`src/rtl/pwm_pkg.sv`:
```
// Shared counter width and capture-state encoding for the PWM capture block.
package pwm_pkg;

  localparam int CNT_W = 32;

  typedef enum logic [1:0] {
    IDLE = 2'd0,
    HIGH = 2'd1,
    LOW  = 2'd2
  } cap_state_t;

endpackage

```
`src/rtl/pwm_sync.sv`:
```
// Multi-flop synchronizer for the asynchronous PWM input plus single-cycle
// rise/fall detection on the synchronized level.
module pwm_sync #(
  parameter int SYNC_STAGES = 2
) (
  input  logic clk,
  input  logic rst,
  input  logic pwm_in,
  output logic s,
  output logic rise,
  output logic fall
);

  logic [SYNC_STAGES-1:0] sync_q;
  logic                   s_d;

  always_ff @(posedge clk or posedge rst) begin
    if (rst) begin
      sync_q <= '0;
      s_d    <= 1'b0;
    end else begin
      sync_q <= {sync_q[SYNC_STAGES-2:0], pwm_in};
      s_d    <= sync_q[SYNC_STAGES-1];
    end
  end

  assign s    = sync_q[SYNC_STAGES-1];
  assign rise = s & ~s_d;
  assign fall = ~s & s_d;

endmodule

```
`src/rtl/pwm_capture.sv`:
```
// PWM capture: measures rise-to-rise period and high time of pwm_in, with a
// watchdog that abandons a measurement when no edge completes it in time.
//
// state | meaning
// IDLE  | no reference rise yet (after reset or after a timeout)
// HIGH  | s high since the reference rise; counting period and high time
// LOW   | s low after the fall; counting the rest of the period
module pwm_capture
  import pwm_pkg::*;
#(
  parameter int               SYNC_STAGES = 2,
  parameter logic [CNT_W-1:0] TIMEOUT     = 32'd2000000
) (
  input  logic             clk,
  input  logic             rst,
  input  logic             pwm_in,
  output logic [CNT_W-1:0] period_out,
  output logic [CNT_W-1:0] on_time_out,
  output logic             meas_valid,
  output logic             timeout
);

  localparam logic [CNT_W-1:0] ONE = CNT_W'(1);

  cap_state_t       state;
  logic [CNT_W-1:0] cnt_p;
  logic [CNT_W-1:0] cnt_h;
  logic [CNT_W-1:0] hold_h;
  logic             rise;
  logic             fall;
  logic             s_unused;
  logic             at_limit;

  pwm_sync #(
    .SYNC_STAGES(SYNC_STAGES)
  ) u_sync (
    .clk   (clk),
    .rst   (rst),
    .pwm_in(pwm_in),
    .s     (s_unused),
    .rise  (rise),
    .fall  (fall)
  );

  // cnt_p stops at TIMEOUT, so the counters can never wrap.
  assign at_limit = (cnt_p == TIMEOUT);

  always_ff @(posedge clk or posedge rst) begin
    if (rst) begin
      state       <= IDLE;
      cnt_p       <= '0;
      cnt_h       <= '0;
      hold_h      <= '0;
      period_out  <= '0;
      on_time_out <= '0;
      meas_valid  <= 1'b0;
      timeout     <= 1'b0;
    end else begin
      meas_valid <= 1'b0;
      unique case (state)
        IDLE: begin
          if (rise) begin
            state <= HIGH;
            cnt_p <= ONE;
            cnt_h <= ONE;
          end
        end
        HIGH: begin
          if (at_limit) begin
            state   <= IDLE;
            timeout <= 1'b1;
          end else begin
            cnt_p <= cnt_p + ONE;
            cnt_h <= cnt_h + ONE;
            if (fall) begin
              hold_h <= cnt_h;
              state  <= LOW;
            end
          end
        end
        LOW: begin
          // A rise in the limit cycle still completes the period.
          if (rise) begin
            period_out  <= cnt_p;
            on_time_out <= hold_h;
            meas_valid  <= 1'b1;
            timeout     <= 1'b0;
            cnt_p       <= ONE;
            cnt_h       <= ONE;
            state       <= HIGH;
          end else if (at_limit) begin
            state   <= IDLE;
            timeout <= 1'b1;
          end else begin
            cnt_p <= cnt_p + ONE;
          end
        end
        default: state <= IDLE;
      endcase
    end
  end

endmodule

```
`config.mk`:
```
export PLATFORM = sky130hd
export DESIGN_NAME = pwm_capture
export DESIGN_NICKNAME = d
export VERILOG_FILES = /design/src/rtl/pwm_pkg.sv /design/src/rtl/pwm_sync.sv /design/src/rtl/pwm_capture.sv
export SDC_FILE = /design/constraint.sdc
export NUM_CORES = 1
export LEC_CHECK = 0
export CAP_MARGIN = 0
export CORE_MARGIN = 2
export CORE_UTILIZATION = 40
export DETAILED_ROUTE_END_ITERATION = 12
export HOLD_SLACK_MARGIN = 0.05
export SKIP_LAST_GASP = 1
export SYNTH_ARGS = -nofsm -noshare
export SYNTH_HDL_FRONTEND = slang
export SYNTH_SLANG_ARGS = --single-unit
```
`constraint.sdc`:
```
create_clock -name clk -period 7.2 [get_ports clk]
set_input_delay 0.72 -clock clk [delete_from_list [all_inputs] [get_ports clk]]
set_output_delay 0.72 -clock clk [all_outputs]
set_load 0.01 [all_outputs]
```
After elaboration in Yosys (flattened, before gate mapping)

Cells that the tools add are included.

ROM bits: 0
Memory bits (writable): 0
Latch bits: 0
Memories: 0
Word-level logic and storage cells: 52
Flip-flop bits (word level): 167
Output and inout bits: 66

Shift-type cells: 0
$add $sub $neg: 2
Bitwise gates (word level): 5
Mux-type cells: 17
Magnitude comparators: 0
Divide/modulo/power cells: 0
Equal/unequal tests: 8
Multiply operators: 0
Reduce and logical (&&, ||, !) cells: 10

Operators with widths:

| cell                  | count |
|---|---|
| $mux 32               | 4 |
| $pmux 32 s3           | 1 |
| $add 32x1->32 const B | 2 |
| $pmux 32 s2           | 1 |
| $eq 32x21->1 const B  | 1 |
| $mux 2                | 5 |
| $reduce_and 3->1      | 3 |
| $ne 3x3->1 const B    | 2 |
| $pmux 2 s3            | 1 |
| $mux 1                | 4 |
| $ne 2x2->1 const B    | 2 |
| $reduce_and 2->1      | 2 |
| $reduce_bool 2->1     | 2 |
| $not 1->1             | 3 |
| $reduce_bool 3->1     | 1 |
| $and 1x1->1           | 2 |
| $eq 2x1->1 const B    | 1 |
| $eq 2x2->1 const B    | 1 |
| $logic_not 2->1       | 1 |
| $ne 2x1->1 const B    | 1 |
| $pmux 1 s2            | 1 |
| $reduce_or 2->1       | 1 |

Logic depth before layout (Yosys ltp)

Gate-level depths: netlist of run 1.

Depth in word-level cells: 5
Mapped depth: 10

By module

Synthesis of run 1 repeated with hierarchy kept, for this count alone.

Cell total of the unflattened synthesis: 629
Area, all modules: 7452.1 um2

By module, submodules not included:

| module      | cells an instance | area an instance (um2) | times used |
|---|---|---|---|
| pwm_capture | 623               | 7358.3                 | 1 |
| pwm_sync    | 6                 | 93.8                   | 1 |

Worst setup path after synthesis of run 1

OpenSTA, ideal clock, no wires.

Path type: register to register
Start: register state[0]
End: register cnt_h[19]
Library setup time: 0.069 ns
Clock period less this slack: 2.097 ns
Path buffers: 3
Slack: 5.103 ns
Data arrival time: 2.028 ns
Stages on the path, launching flop included: 11
Cells stage by stage: dfrtp_1 -> inv_1 -> ha_1 -> buf_2 -> or2_1 -> buf_2 -> nor2_2 -> o31ai_1 -> buf_2 -> or4_1 -> nand3_1

Cells in the longest elaborated chain, start to end: 4
Elaborated cells between the ends (all ways): 9
Classes of those cells: eq/ne (4); mux (1); reduce/logical (4)

Ends and longest elaborated chain:

| what                                                      | RTL line          | source |
|---|---|---|
| start, declared                                           | pwm_capture.sv:25 | `cap_state_t state;` |
| start signal, assigned                                    | pwm_capture.sv:50 | `state <= IDLE;` |
| start signal, assigned                                    | pwm_capture.sv:63 | `state <= HIGH;` |
| start signal, assigned                                    | pwm_capture.sv:70 | `state <= IDLE;` |
| $eq 2x2->1 or $logic_not 2->1 (tied branches)             | pwm_capture.sv:60 | `unique case (state)` |
| $reduce_or 2->1 (no line)                                 | --                |  |
| $ne 2x1->1 (no line) or $reduce_bool 2->1 (tied branches) | --                |  |
| $reduce_and 3->1 (no line)                                | --                |  |
| end signal, assigned                                      | pwm_capture.sv:74 | `cnt_h <= cnt_h + ONE;` |
| end, declared                                             | pwm_capture.sv:27 | `logic [CNT_W-1:0] cnt_h;` |

Parallel ways exist; a longest one is shown, timed or not.
A chain may end at the register's enable or synchronous reset.

Worst setup path after layout of run 1

Start: register state[1]
End: register cnt_p[28]

Cells in the longest elaborated chain, start to end: 3
Elaborated cells between the ends (all ways): 7
Classes of those cells: eq/ne (3); mux (1); reduce/logical (3)

Ends and longest elaborated chain:

| what                                                      | RTL line          | source |
|---|---|---|
| $eq 2x2->1, or another cell as far along                  | pwm_capture.sv:60 |  |
| $reduce_bool 3->1 (no line) or $ne 2x2->1 (tied branches) | --                |  |
| $reduce_and 2->1 (no line)                                | --                |  |
| end signal, assigned                                      | pwm_capture.sv:73 | `cnt_p <= cnt_p + ONE;` |
| end signal, assigned                                      | pwm_capture.sv:95 | `cnt_p <= cnt_p + ONE;` |
| end, declared                                             | pwm_capture.sv:26 | `logic [CNT_W-1:0] cnt_p;` |

Parallel ways exist; a longest one is shown, timed or not.

==> flow_summary_export.csv, run 1 <==
group,metric,value,unit
die,coreArea,18830,um2
clock_tree,cts_max_path_buffers,2,
critical_path,cp_cell_sequence,"inv_1, ha_1, or2_1, a21oi_2, o2bb2ai_1, buf_4, or4_1, nand2_1",
drt,first_pass_iters,5,
sta,slew_headroom,28.22,%
yosys,async_reset_ff_share,100.0,%
drt,dr.first_iter.drc_count,398,
clock_tree,clock-sinks,167,
global_routing,grt_pass1_vias,5325,
critical_path,cp_max_fo,26,
clock_tree,path_clk_slew,60,ps
clock_tree,htreeDepth,4,
clock_tree,worst_skew_pair.late_latency,430,ps
global_routing,grt_pass1_wl,27070,um
critical_path,critPathTopFamily,"simple AND/OR/NAND/NOR gates",
min_path,holdCritPathClass,"reg -> reg",
yosys,synthesis.nets,783,
yosys,synth_cell_type_count,62,
critical_path,rr_worst_depth,8,
placed_design,port_buffers,68,
critical_path,slowest_stage,"or2_1",
placed_design,hpwl,10050,um
yosys,yosys.area_share.simple,22.23,%
critical_path,cp_num_cells,8,
drt,drtAntennaViolNets,0,
global_routing,antenna_found_initial,0,
global_routing,grt_usage,16.51,%
pwr,ir_worst_vdd,0.2169,mV
yosys,synth_compound_area_share,9.790,%
drt,wirelength,15920,um
critical_path,reg2reg_slack,3960,ps
pwr,power.density,264.7,nW/um2
critical_path,crit_arrival,3610,ps
global_routing,grt_max_degree,85,
finish,fill_cells,1788,
clock_tree,tritoncts,"yes",
finish,final_cell_mix,"223 x nand2_1, 167 x dfrtp_1, 68 x clkdlybuf4s50_1, 40 x nor2_1, 30 x mux2_4",
yosys,muxShareOfSynthArea,6.365,%
sta,fin_skew,10.02,ps
die,ioPinCount,69,
yosys,synth_ff_type,"dfrtp_1",
finish,drive_above_1_share,10.66,%
critical_path,critPathRequiredTime,7560,ps
finish,regArea,4179,um2
finish,area_growth_syn_to_layout,18.34,%
outcome,status,"completed",
global_routing,gr-total-overflow,0,
finish,diodes,0,
critical_path,crit_end,"cnt_p[28]",
finish,final_common_cell,"nand2_1",
critical_path,end_kind,"register",
critical_path,path_class,"reg -> reg",
clock_tree,cts_hold_buf,0,
drt,drt-vias-per-instance,5.129,
clock_tree,post_cts_buffers,0,
clock_tree,cts_buffers,17,
yosys,ys_warn_count,0,
yosys,netlist_instances,773,
yosys,synth_adder_area_share,1.131,%
sta,fmax,308.4,MHz
sta,final_hold_viol_count,0,
sta,setup_viol,0,
sta,finalSetupTns,0,ps
die,die_h,143.2,um
yosys,synth_area,7745,um2
sta,fin_crit_sh,45.03,%
clock_tree,root_buffer,"clkbuf_16",
sta,period_needed,3243,ps
critical_path,max_stage_delay,810,ps
yosys,synth_enable_flop_cells,0,
yosys,avgSynthCellArea,10.02,um2
die,dieWidth,143.2,um
critical_path,startpoint_type,"register",
die,die_area,20490,um2
critical_path,cp_num_buf_inv,2,
critical_path,timing.rr.end,"cnt_p[28]",
yosys,synth_top_family_by_area,"simple AND/OR/NAND/NOR gates",
yosys,synth-xor-area-share,2.375,%
sta,worst_pin_slew,1077,ps
finish,multi_input_area,3259,um2
yosys,ys_seq_area_share,53.96,%
die,rows,50,
drt,dr_total_vias,5616,
critical_path,reg2reg_from,"state[1]",
sta,maxSlewViolCount,0,
clock_tree,post_cts_resized,0,
placed_design,globalplace.congestion,0.8281,
die,start_util,41.13,%
sta,rsz0062_at_grt,"no",
drt,routedWlPerCell,14.53,um
drt,drc_errors,0,
critical_path,critPathLaunch,"state[1]",
sta,whs,378.5,ps
yosys,ys_ff_latch,167,
job,drv_cap,0,
pwr,leakagePower,0.004280,uW
finish,nNetsFinal,832,
-- cell usage after synthesis, types with 13 or more instances --
cell type	n	area [um2]
a21oi_1	13	65.06
a31oi_1	13	81.33
buf_2	14	70.07
clkbuf_1	23	86.33
dfrtp_1	167	4179
inv_1	15	56.30
mux2_4	30	450.4
nand2_1	223	837.1
nand3_1	28	140.1
nand4_1	17	106.4
nor2_1	40	150.1
o21ai_0	15	75.07
o21ai_1	26	130.1
o31ai_1	17	127.6
xor2_1	18	157.7
-- where the power goes --
part	internal [uW]	switching [uW]	total (uW)
registers	979	34.0	1010
logic	162	334	496
clock network	549	368	917
-- final cells by class --
class	count	share of cell area [%]
clock buffer	22	5.283
multi-input combinational	545	35.56
tap	260	3.549
clock inverter	10	1.297
timing repair buffer	75	8.000
sequential	167	45.60
inverter	16	0.7099
-- per-layer routing --
metal	routed length [um]	track usage, %	vias up	part of all wire [%]
met2	7179	25.54	125	45
met1	7859	23.15	2718	49
met4	205	5.680	0	1.3
met5	0	0	-	0
met3	671	3.353	14	4.2
li1	-	-	2759	-
-- worst min-delay path by stage --
stage	startpoint	end	slack [ps]	depth (start not counted)
finish	u_sync.sync_q[0]	u_sync.sync_q[1]	380	0
global route	u_sync.sync_q[0]	u_sync.sync_q[1]	390	0
CTS	u_sync.sync_q[0]	u_sync.sync_q[1]	370	0
detailed placement	u_sync.sync_q[0]	u_sync.sync_q[1]	360	0
global placement	u_sync.sync_q[0]	u_sync.sync_q[1]	360	0
floorplan	u_sync.sync_q[0]	u_sync.sync_q[1]	330	0
-- cell families after synthesis --
| group | Yosys count |
|---|---|
| AND/OR/NAND/NOR | 370 |
| flip-flops | 167 |
| AO/OA/AOI/OAI | 113 |
| buffers and inverters | 61 |
| multiplexers | 34 |
| XOR/XNOR | 21 |
| adder cells (fa/ha/maj) | 7 |
-- per-stage QoR --
step | std cells | instance area [um2] | power [uW] | worst slack (ps) | utilization, %
after global routing | 1095 | 9165 | 2541 | 3702 | 48.67
after global placement | 1063 | 8562 | 1526 | 4053 | 45.47
after floorplan | 773 | 7745 | 1398 | 1962 | -
after detailed placement | 1063 | 8562 | 1529 | 3974 | 45.47
final | 1095 | 9165 | 2426 | 3958 | 48.67
after CTS | 1095 | 9165 | 2455 | 3956 | 48.67
-- sequential cells by signal (all words and copies together), names as in the netlist --
register,cells
cnt_p,32
on_time_out,32
cnt_h,32
period_out,32
hold_h,32
u_sync.s_d,1
u_sync.sync_q,2
timeout,1
meas_valid,1
state,2
Note: power is estimated with default switching activity, not from simulation.
==> run 2, diff against run 1 <==
- clock period: 7.2 -> 2.8 ns (I/O delays scaled with it)
==> flow_summary_export.csv, run 2 (synthesis gave the netlist of run 1 again) <==
group,metric,value,unit
die,rows,50,
drt,drc_errors,0,
critical_path,critPathLaunch,"cnt_p[5]",
placed_design,place_ws,379.9,ps
pwr,netSwitchingFraction,30.45,%
clock_tree,path_clk_slew,60,ps
drt,first_pass_iters,4,
critical_path,startpoint_type,"register",
pwr,ir_worst_vdd,0.4127,mV
sta,fin_skew,9.467,ps
finish,nNetsFinal,847,
critical_path,path_class,"reg -> reg",
clock_tree,cts_max_path_buffers,2,
clock_tree,tritoncts,"yes",
sta,fmax,403.7,MHz
die,die_h,143.2,um
sta,whs,286.6,ps
clock_tree,post_cts_resized,0,
finish,final_common_cell,"nand2_1",
sta,period_needed,2477,ps
critical_path,reg2reg_slack,320,ps
pwr,p_int,4389,uW
sta,worst_pin_slew,741.8,ps
clock_tree,worst_skew_pair.late_latency,430,ps
critical_path,critPathRequiredTime,3110,ps
min_path,min_from,"pwm_in",
pwr,combPwrFrac,21.8,%
sta,fin_crit_sh,88.47,%
critical_path,end_kind,"register",
finish,diodes,0,
global_routing,grt_max_degree,73,
pwr,p_seq_share,41.2,%
die,coreArea,18830,um2
drt,drt-vias-per-instance,5.108,
die,ioPinCount,69,
global_routing,grt_usage,17.39,%
critical_path,reg2reg_from,"cnt_p[5]",
finish,drive_above_1_share,12.24,%
clock_tree,cts_buffers,17,
pwr,pwr-share-clk,37.1,%
drt,drtAntennaViolNets,0,
job,drv_cap,0,
drt,dr_total_vias,5670,
clock_tree,clock-sinks,167,
finish,area_growth_syn_to_layout,20.44,%
clock_tree,root_buffer,"clkbuf_16",
min_path,hold_end,"u_sync.sync_q[0]",
critical_path,rr_worst_depth,6,
sta,worst_slack,322.9,ps
finish,fin_area,9328,um2
finish,final_cell_mix,"223 x nand2_1, 167 x dfrtp_1, 68 x clkdlybuf4s50_1, 40 x nor2_1, 30 x mux2_4",
die,die_area,20490,um2
sta,finalSetupTns,0,ps
min_path,holdCritPathClass,"in -> reg",
sta,slew_headroom,50.54,%
global_routing,gr-total-overflow,0,
clock_tree,post_cts_buffers,0,
placed_design,port_buffers,68,
critical_path,timing.rr.end,"hold_h[7]",
pwr,power.density,676.5,nW/um2
pwr,power,6310,uW
critical_path,cp_max_fo,16,
outcome,status,"completed",
die,dieWidth,143.2,um
pwr,leakagePower,0.004361,uW
placed_design,place_area,8733,um2
global_routing,grt_pass1_vias,5562,
min_path,whs_path_depth,1,
drt,routedWlPerCell,14.92,um
pwr,switching_power,1921,uW
sta,maxSlewViolCount,0,
clock_tree,htreeDepth,4,
sta,setup_viol,0,
global_routing,grt_pass1_wl,28150,um
global_routing,antenna_found_initial,0,
drt,wirelength,16560,um
die,start_util,41.13,%
placed_design,hpwl,10850,um
sta,rsz0062_at_grt,"no",
critical_path,crit_arrival,2790,ps
sta,final_hold_viol_count,0,
drt,dr.first_iter.drc_count,411,
clock_tree,cts_hold_buf,0,
placed_design,globalplace.congestion,0.7781,
-- run 2: cell count changes in the layout (fill, tap and decap cells not counted), sizes merged --
cell      change
clkinvlp      +3
inv           -1
buf          +15
clkinv        -2
-- run 2: power groups by stage --
stage | sequential (uW) | combinational (uW) | clock, uW
3_3_place_gp | 2640 | 1380 | 0
3_5_place_dp | 2640 | 1380 | 0
5_1_grt | 2610 | 1530 | 2510
6_report | 2600 | 1370 | 2340
2_1_floorplan | 2640 | 952 | 0
4_1_cts | 2600 | 1390 | 2400
-- run 2: how the worst max path moves through the flow --
stage,to,slack [ps],depth (start not counted)
detailed placement,hold_h[1],380,8
finish,hold_h[7],320,6
global placement,hold_h[9],440,8
floorplan,cnt_h[0],390,1
global route,hold_h[7],180,6
CTS,hold_h[7],330,8
-- run 2: per-layer routing --
layer	vias to the layer above	routed length, um	global-route usage, %
met2	113	7186	25.21
met3	16	593	4.091
met5	-	0	0
li1	2797	-	-
met4	0	216	5.524
met1	2744	8563	25.69
-- run 2: stage by stage --
step                      util, %  cells
after CTS                   49.53   1110
final                       49.53   1110
after global placement      46.38   1078
after detailed placement    46.38   1078
after floorplan                 -    773
after global routing        49.53   1110
-- run 2: area by class of cell --
| type | count | area, um2 |
|---|---|---|
| Clock buffer | 22 | 474.2 |
| Clock inverter | 10 | 120.1 |
| Fill cell | 1740 | 9503 |
| Inverter | 16 | 63.81 |
| Multi-Input combinational cell | 545 | 3257 |
| Sequential cell | 167 | 4179 |
| Tap cell | 260 | 325.3 |
| Timing Repair Buffer | 90 | 908.4 |
-- run 2: worst max-delay path, cell delays in order, from the launching register on --
cell     delay [ps]
dfrtp_1         430
nor4_1          530
nand4_2         300
nor2_4          260
or3_2           180
buf_4           310
mux2_4          330
